$ cat src/rtl/phase_pkg.sv
// Shared phase encoding for the phase sequencer and its reset stretcher.
package phase_pkg;

  typedef enum logic [2:0] {
    StRstHold = 3'd0,
    StIdle    = 3'd1,
    StIf      = 3'd2,
    StRd      = 3'd3,
    StEx      = 3'd4,
    StMem     = 3'd5,
    StWb      = 3'd6
  } phase_e;

  localparam int unsigned DefaultResetHold = 4;

endpackage

$ cat src/rtl/reset_stretch.sv
// Holds core_reset high for RESET_HOLD cycles after the system reset deasserts.
module reset_stretch
  import phase_pkg::*;
#(
  parameter int unsigned RESET_HOLD = DefaultResetHold
) (
  input  logic clk_i,
  input  logic rst_i,
  output logic done_o,
  output logic core_reset_o
);

  localparam int unsigned CntW = (RESET_HOLD > 1) ? $clog2(RESET_HOLD) : 1;
  localparam logic [CntW-1:0] HoldLast = CntW'(RESET_HOLD - 1);

  logic [CntW-1:0] hold_q, hold_d;
  logic            released_q, released_d;

  always_comb begin
    hold_d     = hold_q;
    released_d = released_q;
    if (!released_q) begin
      if (hold_q == HoldLast) begin
        released_d = 1'b1;
      end else begin
        hold_d = hold_q + 1'b1;
      end
    end
  end

  always_ff @(posedge clk_i or posedge rst_i) begin
    if (rst_i) begin
      hold_q     <= '0;
      released_q <= 1'b0;
    end else begin
      hold_q     <= hold_d;
      released_q <= released_d;
    end
  end

  assign done_o       = !released_q && (hold_q == HoldLast);
  assign core_reset_o = !released_q;

endmodule

$ cat src/rtl/phase_sequencer.sv
// Per-phase enable sequencer (IF/RD/EX/MEM/WB) with run/halt/single-step and EX stall.
module phase_sequencer
  import phase_pkg::*;
#(
  parameter int unsigned RESET_HOLD = DefaultResetHold,
  parameter int unsigned CNT_W      = 32
) (
  input  logic             clock,
  input  logic             reset,
  input  logic             run,
  input  logic             step,
  input  logic             halt_req,
  input  logic             stall,
  output logic             core_reset,
  output logic             imem_en,
  output logic             rf_rd_en,
  output logic             ex_en,
  output logic             dmem_en,
  output logic             rf_wr_en,
  output logic             pc_en,
  output logic             halted,
  output logic [CNT_W-1:0] instr_count
);

  phase_e           state_q, state_d;
  logic             halt_q, halt_d;
  logic             step_q;
  logic             step_flag_q, step_flag_d;
  logic [CNT_W-1:0] count_q, count_d;
  logic             rst_done;
  logic             step_edge;

  reset_stretch #(
    .RESET_HOLD(RESET_HOLD)
  ) u_reset_stretch (
    .clk_i       (clock),
    .rst_i       (reset),
    .done_o      (rst_done),
    .core_reset_o(core_reset)
  );

  assign step_edge = step & ~step_q;

  always_comb begin
    state_d     = state_q;
    halt_d      = halt_q;
    step_flag_d = step_flag_q;
    count_d     = count_q;

    if (halt_req && (state_q != StRstHold) && (state_q != StIdle)) begin
      halt_d = 1'b1;
    end

    unique case (state_q)
      StRstHold: if (rst_done) state_d = StIdle;
      StIdle: begin
        halt_d = 1'b0;
        if (run) begin
          state_d = StIf;
        end else if (step_edge) begin
          state_d     = StIf;
          step_flag_d = 1'b1;
        end
      end
      StIf:  state_d = StRd;
      StRd:  state_d = StEx;
      StEx:  if (!stall) state_d = StMem;
      StMem: state_d = StWb;
      StWb: begin
        count_d = count_q + 1'b1;
        // halt_d already folds in a same-cycle halt_req
        if (halt_d || step_flag_q || !run) begin
          state_d     = StIdle;
          step_flag_d = 1'b0;
          halt_d      = 1'b0;
        end else begin
          state_d = StIf;
        end
      end
      default: state_d = StRstHold;
    endcase
  end

  always_ff @(posedge clock or posedge reset) begin
    if (reset) begin
      state_q     <= StRstHold;
      halt_q      <= 1'b0;
      step_q      <= 1'b0;
      step_flag_q <= 1'b0;
      count_q     <= '0;
    end else begin
      state_q     <= state_d;
      halt_q      <= halt_d;
      step_q      <= step;
      step_flag_q <= step_flag_d;
      count_q     <= count_d;
    end
  end

  always_comb begin
    imem_en  = 1'b0;
    rf_rd_en = 1'b0;
    ex_en    = 1'b0;
    dmem_en  = 1'b0;
    rf_wr_en = 1'b0;
    pc_en    = 1'b0;
    halted   = 1'b0;
    unique case (state_q)
      StIdle:  halted   = 1'b1;
      StIf:    imem_en  = 1'b1;
      StRd:    rf_rd_en = 1'b1;
      StEx:    ex_en    = 1'b1;
      StMem:   dmem_en  = 1'b1;
      StWb: begin
        rf_wr_en = 1'b1;
        pc_en    = 1'b1;
      end
      default: ;
    endcase
  end

  assign instr_count = count_q;

endmodule
$ cat config.mk
export PLATFORM = sky130hd
export DESIGN_NAME = phase_sequencer
export DESIGN_NICKNAME = d
export VERILOG_FILES = /design/src/rtl/phase_pkg.sv /design/src/rtl/reset_stretch.sv /design/src/rtl/phase_sequencer.sv
export SDC_FILE = /design/constraint.sdc
export NUM_CORES = 1
export LEC_CHECK = 0
export ABC_CLOCK_PERIOD_IN_PS = 3840
export CAP_MARGIN = 10
export CORE_MARGIN = 5
export CORE_UTILIZATION = 53
export CTS_BUF_LIST = sky130_fd_sc_hd__clkbuf_16
export CTS_CLUSTER_SIZE = 24
export DETAILED_ROUTE_END_ITERATION = 16
export HOLD_SLACK_MARGIN = 0.1
export PLACE_DENSITY = 0.93
export SLEW_MARGIN = 20
export SYNTH_ARGS = -nofsm -noshare
export SYNTH_HDL_FRONTEND = slang
export SYNTH_HIERARCHICAL = 1
export SYNTH_SLANG_ARGS = --single-unit
$ cat constraint.sdc
create_clock -name clock -period 3.84 [get_ports clock]
set_clock_uncertainty 0.2 [all_clocks]
set_input_delay 0.384 -clock clock [delete_from_list [all_inputs] [get_ports clock]]
set_output_delay 0.384 -clock clock [all_outputs]
set_load 0.02 [all_outputs]
==> impl_results.md <==
* PortBufs at 45
* Fin Setup TNS at 0 ns
* DRC at 0
* Via Count at 1433
* Die height at 70.92 µm
* Vias per cell at 5.268
* Max FO, Critical Path at 10
* Post-synth ARST share at 100.0%
* CP Launch Type: register
* Initial antenna violation count at 0
* Synth Register Bits at 41
* Grt ovf at 0
* Post-DRT Antenna Nets at 0
* Worst setup margin at 1.390 ns
* Layout cell share with drive strength beyond 1 at under 10%
* RSZ-0062 raised after global routing: false
* Number of DRC markers in iteration 0 at 103
* Setup crit start: state_q[2]$_DFFE_PP0P_
* Post-synth EDFFs at 0
* Worst path cell trace: nand3b_4, inv_1, clkdlybuf4s50_1
* Hold path startpoint: instr_count[31]$_DFFE_PP0P_
* Number of global-route vias before repair at 1417
* CP Capture Type: primary output
* Dominant synthesized flop cell: dfrtp_1
* Routed WL at 3719 µm
* Fill count at 267
* CTS buffer count at 5
* Synth Warn # at 6
* Net count after synthesis at 183
* Clock root buffer: clkbuf_16
* Starting Density at 54.13%
* Slew HR at 51.40%
* Final hold vios at 0
* Largest net degree at the start of global routing at 39
* Largest stage delay, worst path at 0.63 ns
* Hpwl dp at roughly 2700 µm
* Worst-Margin Slew at 0.7236 ns
* Hold Crit Class: register to register
* Sequential area share after synthesis at 52.16%
* Post-layout nets at between 200 and 250
* Fmax at 0.4082 GHz
* VDD IR max at just over 0.3 mV
* P_leak at 1.129 nW
* Max-Cap Viols at 0
* Critical path's top delay family: buffers and inverters
* Post-place setup slack at 1.704 ns
* Gate count after technology mapping at 175
* First-pass GRT wire length at roughly 6400 µm
* CTS tree: done
* Commonest non-fill, non-tap cell in the layout: clkdlybuf4s50_1
* Max Slew Vio Count at 0
* Die extent in x at ~71 µm
* Clock buffer depth at 2
* Rows at 22
* Mean post-synth cell area at 11.24 µm²
* CTS Sinks at 41
* Routed len/inst at roughly 14 µm
* Launching point of the worst reg2reg path: instr_count[12]$_DFFE_PP0P_
* # setup viols final at 0
* Crit Path Class: register to primary output
* WP data arrival at 1.87 ns
* Req. time, crit path at 3.26 ns
* Buf/Inv on CP at 2
* Boundary pin count at 46
* Distinct cells, synth at 38
* Die area at 5030 µm²
* Final period utilization at 63.80%
* Global Route Usage Sum at between 10% and 20%
* Tmin final at between 2 and 2.5 ns
* RePlAce Congestion at about 0.88
* CTS clk-pin slew, worst paths at 0.06 ns
* Post-synthesis cell area at 1967 µm²
* # diodes at 0
* H-tree Lvls at 2
* Core box area at 3633 µm²
* Later-pin clock latency in the skew report at 0.27 ns
* CP max-delay cell: clkdlybuf4s50_1
* Status: finished, final reports clean
* Layout area overhead at 32.19%
* Pwr Density at ~450 nW/µm²
* Most frequent cells in the layout: 45 x clkdlybuf4s50_1, 41 x dfrtp_1, 29 x xnor2_1
* First-pass DRT Iterations at 4
==> cell type report <==
class | instances | area [µm²] | share of cell area [%]
Sequential cell | 41 | 1026 | 39.46
Inverter | 10 | 37.54 | 1.444
Clock buffer | 5 | 125.1 | 4.812
Timing Repair Buffer | 47 | 467.9 | 18.00
Clock inverter | 3 | 17.52 | 0.6737
Tap cell | 48 | 60.06 | 2.310
Multi-Input combinational cell | 118 | 865.8 | 33.30
==> sequential cells by signal, summed over array words and instances, names as in the netlist <==
register / cells
step_flag_q: 1
instr_count: 32
halt_q: 1
state_q: 3
step_q: 1
u_reset_stretch/hold_q: 2
u_reset_stretch/released_q: 1
==> stage by stage <==
stage                     hold slack [ns]  area, µm²  std cells   power, W  util [%]
final                              0.2764       2600        272   0.001167     71.56
after floorplan                  -0.06236       1967        175  0.0006838         -
after CTS                          0.2805       2600        272   0.001179     71.56
after detailed placement           0.2671       2447        263  0.0007807     67.36
after global placement             0.2600       2447        263  0.0007723     67.36
after global routing               0.3025       2600        272   0.001225     71.56
==> cell families after synthesis <==
kind of cell             Yosys count  synth area share (%)
multiplexers                       1                0.7631
adder cells (fa/ha/maj)            2                 1.272
XOR/XNOR                          32                 14.25
AO/OA/AOI/OAI                     10                 3.562
buffers and inverters             16                 3.817
flip-flops                        41                 52.16
AND/OR/NAND/NOR                   73                 24.17
==> power breakdown <==
group,switching [W],total [W],internal [W]
sequential,0.0000601,0.000532,0.000471
clock,0.000156,0.000394,0.000238
combinational,0.000122,0.000241,0.000120
total,0.000338,0.00117,0.000829
==> routing by layer <==
metal  GRT usage, %  part of all wire (%)
met1          19.56                    44
met2          26.67                    50
met3          4.688                   4.9
met4          4.593                   1.2
met5              0                     0
==> cell usage after synthesis, types with 2 or more instances <==
library cell  instances  share of area (%)
dfrtp_1              41                 52
xor2_1                3                1.3
ha_1                  2                1.3
o21ai_0               2               0.51
buf_2                 3               0.76
nand2b_1              3               0.95
nand4_2               3                1.9
inv_1                10                1.9
nor4_4                2                2.2
nor3_1                3               0.76
and3_1                4                1.3
a211oi_1              2               0.76
nand3_1              14                3.6
nand2_1              10                1.9
nand4_1              14                4.5
nor2_1                8                1.5
xnor2_1              29                 13
nor2_2                2               0.64
==> path summary, 6_finish.rpt <==
path                                                         end  cells past startpoint  slack [ns]
min in group asynchronous  u_reset_stretch/hold_q[0]$_DFFE_PP0P_                      3        0.66
min reg2reg                          instr_count[31]$_DFFE_PP0P_                      1        0.28
max                                                        pc_en                      3        1.39
min                                  instr_count[31]$_DFFE_PP0P_                      1        0.28
max in group asynchronous            instr_count[21]$_DFFE_PP0P_                      4        2.22
max reg2reg                          instr_count[28]$_DFFE_PP0P_                      4        1.80
==> repair_timing <==
item | CTS | global route
hold buffers | 1 | 0
resized for setup | 0 | 0
buffers inserted | 0 | 0
hold endpoints to repair | 3 | 0
endpoints found under the setup margin | 0 | 0
No activity file was read; power rests on OpenSTA's default activity.
